===== src/rtl/jtroc_sdram_arb_if.sv =====
// Requester and SDRAM read-port bundle shared by the Roc'n Rope ROM arbiter.
// The slave side is the arbiter; the master side drives requests and the SDRAM responses.
interface jtroc_sdram_arb_if;
    logic [3:0]  slot_cs;
    logic [63:0] slot_addr;
    logic [3:0]  slot_ok;
    logic [63:0] slot_dout;
    logic        sdram_req;
    logic [21:0] sdram_addr;
    logic        sdram_ack;
    logic        data_rdy;
    logic [15:0] data_read;

    modport slave (
        input  slot_cs, slot_addr, sdram_ack, data_rdy, data_read,
        output slot_ok, slot_dout, sdram_req, sdram_addr
    );

    modport master (
        output slot_cs, slot_addr, sdram_ack, data_rdy, data_read,
        input  slot_ok, slot_dout, sdram_req, sdram_addr
    );
endinterface


===== src/rtl/jtroc_sdram_arb.sv =====
// Fixed-priority four-slot SDRAM read arbiter with a one-word tag/data cache per slot.
//   state     | meaning
//   IDLE      | no transaction; pick lowest-numbered missing slot
//   WAIT_ACK  | sdram_req held until the controller acknowledges
//   WAIT_DATA | request accepted, waiting for data_rdy to fill the slot
module jtroc_sdram_arb #(
    parameter logic [21:0] SLOT0_OFFSET = 22'h0,
    parameter logic [21:0] SLOT1_OFFSET = 22'h0,
    parameter logic [21:0] SLOT2_OFFSET = 22'h0,
    parameter logic [21:0] SLOT3_OFFSET = 22'h0
) (
    input  logic               clk,
    input  logic               rst,
    input  logic               downloading,
    jtroc_sdram_arb_if.slave   bus
);

    typedef enum logic [1:0] {IDLE, WAIT_ACK, WAIT_DATA} state_t;

    state_t          state;
    logic [3:0]      valid;
    logic [3:0][15:0] tag;
    logic [3:0][15:0] data;
    logic [1:0]      win;
    logic [15:0]     tag_req;
    logic            req;
    logic [21:0]     addr;

    logic [3:0]      hit;
    logic [3:0]      miss;
    logic [1:0]      pick;
    logic [15:0]     pick_addr;
    logic [21:0]     pick_offset;
    logic            fill;

    always_comb begin
        hit = '0;
        for (int n = 0; n < 4; n++)
            hit[n] = valid[n] && (tag[n] == bus.slot_addr[16*n +: 16]);
        miss = bus.slot_cs & ~hit;
        pick = 2'd3;
        for (int n = 3; n >= 0; n--)
            if (miss[n]) pick = 2'(n);
        pick_addr = bus.slot_addr[{pick, 4'b0000} +: 16];
        case (pick)
            2'd0:    pick_offset = SLOT0_OFFSET;
            2'd1:    pick_offset = SLOT1_OFFSET;
            2'd2:    pick_offset = SLOT2_OFFSET;
            default: pick_offset = SLOT3_OFFSET;
        endcase
        // An ack and data arriving together in WAIT_ACK count as a completed fill
        fill = bus.data_rdy && ((state == WAIT_DATA) || (state == WAIT_ACK && bus.sdram_ack));
    end

    always_ff @(posedge clk) begin
        if (rst) begin
            state   <= IDLE;
            req     <= 1'b0;
            addr    <= '0;
            valid   <= '0;
            tag     <= '0;
            data    <= '0;
            win     <= '0;
            tag_req <= '0;
        end else if (downloading) begin
            state <= IDLE;
            req   <= 1'b0;
            valid <= '0;
        end else begin
            case (state)
                IDLE: begin
                    if (|miss) begin
                        win     <= pick;
                        tag_req <= pick_addr;
                        addr    <= pick_offset + {6'b0, pick_addr};
                        req     <= 1'b1;
                        state   <= WAIT_ACK;
                    end
                end
                WAIT_ACK: begin
                    if (bus.sdram_ack) begin
                        req   <= 1'b0;
                        state <= fill ? IDLE : WAIT_DATA;
                    end
                end
                WAIT_DATA: begin
                    if (fill) state <= IDLE;
                end
                default: state <= IDLE;
            endcase
            if (fill) begin
                data[win]  <= bus.data_read;
                tag[win]   <= tag_req;
                valid[win] <= 1'b1;
            end
        end
    end

    assign bus.slot_ok    = bus.slot_cs & hit;
    assign bus.slot_dout  = data;
    assign bus.sdram_req  = req;
    assign bus.sdram_addr = addr;

endmodule


===== src/flat_wrapper.sv =====
// flat-port wrapper written by rule: the top's interface ports become plain ports
module jtroc_sdram_arb_flat 
#(
    parameter logic [21:0] SLOT0_OFFSET = 22'h0,
    parameter logic [21:0] SLOT1_OFFSET = 22'h0,
    parameter logic [21:0] SLOT2_OFFSET = 22'h0,
    parameter logic [21:0] SLOT3_OFFSET = 22'h0
)
  (clk, rst, downloading, bus_slot_cs, bus_slot_addr, bus_sdram_ack, bus_data_rdy, bus_data_read, bus_slot_ok, bus_slot_dout, bus_sdram_req, bus_sdram_addr);
  jtroc_sdram_arb_if bus_i ();
  input  logic clk;
  input  logic rst;
  input  logic downloading;
  input wire logic [$bits(bus_i.slot_cs)-1:0] bus_slot_cs;
  input wire logic [$bits(bus_i.slot_addr)-1:0] bus_slot_addr;
  input wire logic [$bits(bus_i.sdram_ack)-1:0] bus_sdram_ack;
  input wire logic [$bits(bus_i.data_rdy)-1:0] bus_data_rdy;
  input wire logic [$bits(bus_i.data_read)-1:0] bus_data_read;
  output wire logic [$bits(bus_i.slot_ok)-1:0] bus_slot_ok;
  output wire logic [$bits(bus_i.slot_dout)-1:0] bus_slot_dout;
  output wire logic [$bits(bus_i.sdram_req)-1:0] bus_sdram_req;
  output wire logic [$bits(bus_i.sdram_addr)-1:0] bus_sdram_addr;
  assign bus_i.slot_cs = bus_slot_cs;
  assign bus_i.slot_addr = bus_slot_addr;
  assign bus_i.sdram_ack = bus_sdram_ack;
  assign bus_i.data_rdy = bus_data_rdy;
  assign bus_i.data_read = bus_data_read;
  assign bus_slot_ok = bus_i.slot_ok;
  assign bus_slot_dout = bus_i.slot_dout;
  assign bus_sdram_req = bus_i.sdram_req;
  assign bus_sdram_addr = bus_i.sdram_addr;
  jtroc_sdram_arb #(.SLOT0_OFFSET(SLOT0_OFFSET), .SLOT1_OFFSET(SLOT1_OFFSET), .SLOT2_OFFSET(SLOT2_OFFSET), .SLOT3_OFFSET(SLOT3_OFFSET)) u_core (.clk(clk), .rst(rst), .downloading(downloading), .bus(bus_i));
endmodule

===== config.mk =====
export PLATFORM = sky130hd
export DESIGN_NAME = jtroc_sdram_arb_flat
export DESIGN_NICKNAME = d
export VERILOG_FILES = /design/src/rtl/jtroc_sdram_arb_if.sv /design/src/rtl/jtroc_sdram_arb.sv /design/src/flat_wrapper.sv
export SDC_FILE = /design/constraint.sdc
export NUM_CORES = 1
export LEC_CHECK = 0
export CORE_UTILIZATION = 50
export DETAILED_ROUTE_END_ITERATION = 12
export PLACE_DENSITY = 0.87
export SLEW_MARGIN = 10
export SYNTH_ARGS = -nofsm -noshare
export SYNTH_HDL_FRONTEND = slang
export SYNTH_SLANG_ARGS = --single-unit

===== constraint.sdc =====
create_clock -name clk -period 4 [get_ports clk]
set_input_delay 0.4 -clock clk [delete_from_list [all_inputs] [get_ports clk]]
set_output_delay 0.4 -clock clk [all_outputs]
set_load 0.02 [all_outputs]

# ---- Word level (Yosys, flattened, before mapping)
# Cells that the tools add are included.
# Widths: inputs -> output; s select.
dict set report classes {
  shifts 1
  n_bitwise 5
  magnitude_cmp 2
  reduce_logical 16
  muxes 17
  n_eq_ne 9
}
# op count
set op_table {}
lappend op_table {{$bwmux 64} 2}
lappend op_table {{$eq 16x16->1} 4}
lappend op_table {{$shiftx 64x7->16} 1}
lappend op_table {{$demux 16 s2} 1}
lappend op_table {{$mux 16} 1}
lappend op_table {{$mux 2} 6}
lappend op_table {{$reduce_and 3->1} 3}
lappend op_table {{$and 4x4->4} 2}
lappend op_table {{$logic_and 1x1->1} 7}
lappend op_table {{$pmux 2 s3} 1}
lappend op_table {{$mux 1} 4}
lappend op_table {{$ne 2x1->1 const B} 2}
lappend op_table {{$not 4->4} 1}
lappend op_table {{$or 4x4->4} 1}
lappend op_table {{$reduce_or 4->1} 1}
lappend op_table {{$lt 2x3->1 const B} 1}
lappend op_table {{$demux 1 s2} 1}
lappend op_table {{$eq 2x1->1 const B} 1}
lappend op_table {{$eq 2x2->1 const B} 1}
lappend op_table {{$ge 2x1->1 const B} 1}
lappend op_table {{$logic_not 2->1} 1}
lappend op_table {{$ne 2x2->1 const B} 1}
lappend op_table {{$pmux 1 s2} 1}
lappend op_table {{$reduce_and 2->1} 1}
lappend op_table {{4 further kinds} 4}
dict set report word_totals {
  reg_bits 153
  output_inout_bits 91
  wordCells 63
}

# ---- Depth between registers and ports, before layout
dict set report logic_depth {
  depth_word 8
  depth_mapped 9
}

# ---- Least setup slack after synthesis
# No wires, ideal clock.
dict set report synth_path {
  path_kind {input -> register}
  startpoint {input bus_slot_addr[46]}
  endpoint {register u_core.tag_req[10]}
  arrival_ps 2124
  path_slack_ps 1752
  t_required_ps 3875
  n_path_buf 1
  path_stages 8
  cell_sequence {xor2_1 nor4_1 nand2_1 o31ai_4 buf_6 mux2_1 nor2_1 o32ai_2}
}
dict set report synth_between {
  elab_chain_len 8
  elab_cells_between_ends 10
  classes_between {eq/ne (1); shift (1); mux (3); bitwise (2); reduce/logical (3)}
}
# item line_no
set synth_rtl {}
lappend synth_rtl {{from (decl)} flat_wrapper.sv:15} ;# input wire logic [$bits(bus_i.slot_addr)-1:0] bus_slot_addr;
lappend synth_rtl {{$eq 16x16->1 *} jtroc_sdram_arb.sv:39} ;# hit[n] = valid[n] && (tag[n] == bus.slot_addr[16*n +: 16]);
lappend synth_rtl {{$logic_and 1x1->1 *} jtroc_sdram_arb.sv:39}
lappend synth_rtl {{$not 4->4 *} jtroc_sdram_arb.sv:40} ;# miss = bus.slot_cs & ~hit;
lappend synth_rtl {{$and 4x4->4 *} jtroc_sdram_arb.sv:40}
lappend synth_rtl {{$mux 1} jtroc_sdram_arb.sv:43} ;# if (miss[n]) pick = 2'(n);
lappend synth_rtl {{$mux 2 (2 in series)} jtroc_sdram_arb.sv:43}
lappend synth_rtl {{$shiftx 64x7->16} jtroc_sdram_arb.sv:44} ;# pick_addr = bus.slot_addr[{pick, 4'b0000} +: 16];
lappend synth_rtl {{to (signal assigned)} jtroc_sdram_arb.sv:74} ;# tag_req <= pick_addr;
lappend synth_rtl {{to (decl)} jtroc_sdram_arb.sv:25} ;# logic [15:0] tag_req;
# Every way passes the cells marked *; elsewhere a longest branch is shown, timed or not.
# A chain may end at the register's enable or synchronous reset.

# ---- Worst setup path in the final report
dict set report layout_path {
  startpoint {input bus_slot_addr[7]}
  endpoint {output bus_slot_ok[0]}
}
dict set report layout_between {
  elab_chain_len 3
}
# item line_no
set layout_rtl {}
lappend layout_rtl {{$eq 16x16->1} jtroc_sdram_arb.sv:39}
lappend layout_rtl {{$logic_and 1x1->1} jtroc_sdram_arb.sv:39}
lappend layout_rtl {{$and 4x4->4} jtroc_sdram_arb.sv:99} ;# assign bus.slot_ok = bus.slot_cs & hit;
lappend layout_rtl {{to (decl)} flat_wrapper.sv:19} ;# output wire logic [$bits(bus_i.slot_ok)-1:0] bus_slot_ok;
# No other way between the ends.

==> flow_metrics.env <==
export IMPL_outcome="finished clean"
export IMPL_cts_max_level=4
export IMPL_p_sw_share_pct=23.2
export IMPL_criticalPathCategory="input pin to output pin"
export IMPL_grt_busiest_layer="met2"
export IMPL_die_h_microns=119
export IMPL_worstMarginPinSlew_ns=1.04
export IMPL_cap_violations=0
export IMPL_yosysWarnings=0
export IMPL_diodes=0
export IMPL_post_route_util_pct=70.3
export IMPL_start_util_pct=51.4
export IMPL_grt_util_all_layers_pct=31.4
export IMPL_fin_crit_ns=3.49
export IMPL_port_buffers=173
export IMPL_ant_nets=0
export IMPL_hold_violations=0
export IMPL_clk_insertion_delay_late_ns=0.42
export IMPL_viasPerCell=5.56
export IMPL_layout_area_seq_sq_mm=0.00306
export IMPL_clock_fmax_mhz=287
export IMPL_cp_end_kind="output pin"
export IMPL_grt_pass1_wl_microns=34200
export IMPL_gr_usage_met1_pct=35.3
export IMPL_die_area_sq_mm=0.0141
export IMPL_synth_seq_cells=153
export IMPL_cp_required_ns=3.60
export IMPL_multiInputGateArea_sq_mm=0.00346
export IMPL_comb_power_share_pct=10.2
export IMPL_yosysTopAreaCellShare_pct=45.0
export IMPL_post_route_drc_count=0
export IMPL_dp_hpwl_microns=15100
export IMPL_grt_max_degree=76
export IMPL_post_drt_wl_per_cell_microns=18.4
export IMPL_rows=42
export IMPL_synth_cells=836
export IMPL_postCtsSetupRepairBufs=0
export IMPL_cts_buffers=17
export IMPL_die_w_microns=119
export IMPL_worst_setup_path_start_kind="input pin"
export IMPL_pin_count=180
export IMPL_dr_pass1_iters=5
export IMPL_rsz0062_at_grt="false"
export IMPL_grt_pass1_vias=6637
export IMPL_ctsHoldBuffers=0
export IMPL_grt_overflow=0
export IMPL_setup_violations=0
export IMPL_internal_power_mw=2.79
export IMPL_p_leak_nw=3.21
export IMPL_cp_arrival_ns=3.09
export IMPL_clock_sinks=153
export IMPL_p_switching_mw=0.841
export IMPL_setup_tns_final_ns=0
export IMPL_clkPwrFrac_pct=46.3
export IMPL_cts_tree="built"
export IMPL_clock_skew_ns=0.00437
export IMPL_coreArea_sq_mm=0.0132
export IMPL_grt_use_met2_pct=52.7
export IMPL_path_max_fanout=2
export IMPL_slew_viol_final=0
export IMPL_via_count=6600
export IMPL_seq_power_share_pct=43.5
export IMPL_totalWireLength_microns=21800
export IMPL_synth_top_area_cell="dfxtp_1"
export IMPL_cts_root_buffer="clkbuf_16"
export IMPL_max_clock_path_buffers=2
export IMPL_routabilityCongestion=0.884
export IMPL_timing_final_crit_share_pct=87.2
export IMPL_synth_seq_area_share_pct=45.0
export IMPL_synth_area_top_cells="dfxtp_1, nand2_1, a21oi_1"
export IMPL_syn2layout_area_growth_pct=36.8
export IMPL_fillers=1028
export IMPL_grt_antenna_before_repair=0
export IMPL_grtUsageMet3_pct=10.5
export IMPL_synth_cell_types=39
export IMPL_drive_gt1_share_pct=9.59
export IMPL_hold_class="register to register"
export IMPL_peakVddDrop_v=0.000308
export IMPL_power_density_mw_per_mm2=390
export IMPL_cts_resized=0
export IMPL_postSynthAreaPerCell_sq_um=8.14
export IMPL_drt_iter0_drc=498
export IMPL_layout_nets=1087
export IMPL_slew_headroom_pct=30.2
export IMPL_netlist_area_sq_mm=0.00681
export IMPL_clk_pin_slew_ns=0.06
cell usage in the layout, fill, tap and decap left out, types with 2 or more instances in the layout:
master and count:
a211o_2 2, a21oi_1 132, and2_1 5, buf_4 20, bufinv_16 3, clkbuf_1 3
clkbuf_16 17, clkbuf_8 5, clkdlybuf4s50_1 172, clkinv_2 3, conb_1 6, dfxtp_1 153
inv_1 19, mux2_1 9, mux2_2 7, mux2i_1 17, nand2_1 272, nand3_1 5
nand4_1 4, nor2_1 25, nor2b_1 2, nor4_1 12, nor4_2 4, o32ai_1 6
o32ai_2 9, o41ai_2 3, or2_2 18, xnor2_1 32, xor2_1 32
metrics by stage:
| stage | hold slack [ns] | power (mW) | setup WS, ns | instance area, sq um | instances |
|---|---|---|---|---|---|
| global route | 0.477 | 3.72 | 0.474 | 9310 | 1187 |
| global placement | 0.441 | 1.97 | 0.631 | 8690 | 1155 |
| finish | 0.454 | 3.63 | 0.510 | 9310 | 1187 |
| detailed placement | 0.447 | 1.97 | 0.598 | 8690 | 1155 |
| floorplan | 0.437 | 1.78 | 1.75 | 6820 | 841 |
| CTS | 0.454 | 3.62 | 0.543 | 9310 | 1187 |
metal layers:
layer,vias to the layer above,share of wire (%)
met5,-,0
met4,0,3.9
met3,62,10
met2,346,48
li1,3078,-
met1,3114,38
critical path, cell delays in order:
cell	delay, ns
clkdlybuf4s50_1	0.47
xor2_1	0.19
nor4_1	0.51
nand2_1	0.18
nor4_1	0.53
and2_1	0.20
clkdlybuf4s50_1	0.59
cells in the mapped netlist (all sizes together):
master / instances
o21ai: 1
xor2: 32
and2: 5
or2: 18
nand3b: 1
nor2: 25
a41oi: 1
conb: 1
o32ai: 16
a31oi: 1
xnor2: 32
clkbuf: 42
nor4b: 1
a21oi: 132
nand2: 272
a211o: 2
nor3b: 1
nor3: 1
mux2i: 17
nand3: 5
buf: 12
nor4: 16
mux2: 16
o41ai: 4
o31ai: 2
a21o: 1
nor2b: 2
nand4: 5
inv: 19
dfxtp: 153
path summary, 6_finish.rpt:
path	slack (ns)	startpoint	cells past startpoint	end
setup / recovery	0.51	bus_slot_addr[7]	7	bus_slot_ok[0]
hold / removal	0.45	u_core.bus.slot_dout[26]$_SDFFE_PP0P_	2	u_core.bus.slot_dout[26]$_SDFFE_PP0P_
setup reg to reg	1.19	u_core.tag[7]$_SDFFE_PP0P_	7	u_core.tag_req[4]$_SDFFE_PP0P_
hold reg to reg	0.45	u_core.bus.slot_dout[26]$_SDFFE_PP0P_	2	u_core.bus.slot_dout[26]$_SDFFE_PP0P_
flip-flops by register name (all words and copies together), names as in the netlist:
name and flops:
u_core.bus.sdram_req 1, u_core.win 2, u_core.valid 4, u_core.tag 64, u_core.state 2, u_core.tag_req 16, u_core.bus.slot_dout 64
logic make-up after synthesis:
group | count (synthesis) | synth area share, %
compound gates | 160 | 15.0
xor+xnor | 64 | 8.24
buf+inv | 73 | 4.87
flops | 153 | 45.0
mux | 33 | 5.15
other cells | 1 | 0.0551
simple gates | 352 | 21.7
layout make-up:
type / instances / area share [%]
Multi-Input combinational cell: 615 / 37.2
Clock buffer: 25 / 5.43
Timing Repair Buffer: 192 / 20.1
Tap cell: 176 / 2.37
Sequential cell: 153 / 32.9
Inverter: 19 / 0.766
Clock inverter: 7 / 1.21
power by group through the flow:
stage | Clock [mW] | Combinational [mW] | Sequential (mW)
after floorplan | 0 | 0.160 | 1.62
after global placement | 0 | 0.356 | 1.61
after detailed placement | 0 | 0.361 | 1.61
after CTS | 1.68 | 0.365 | 1.58
after global routing | 1.76 | 0.387 | 1.58
final | 1.68 | 0.369 | 1.58
No activity file was read; power rests on OpenSTA's default activity.
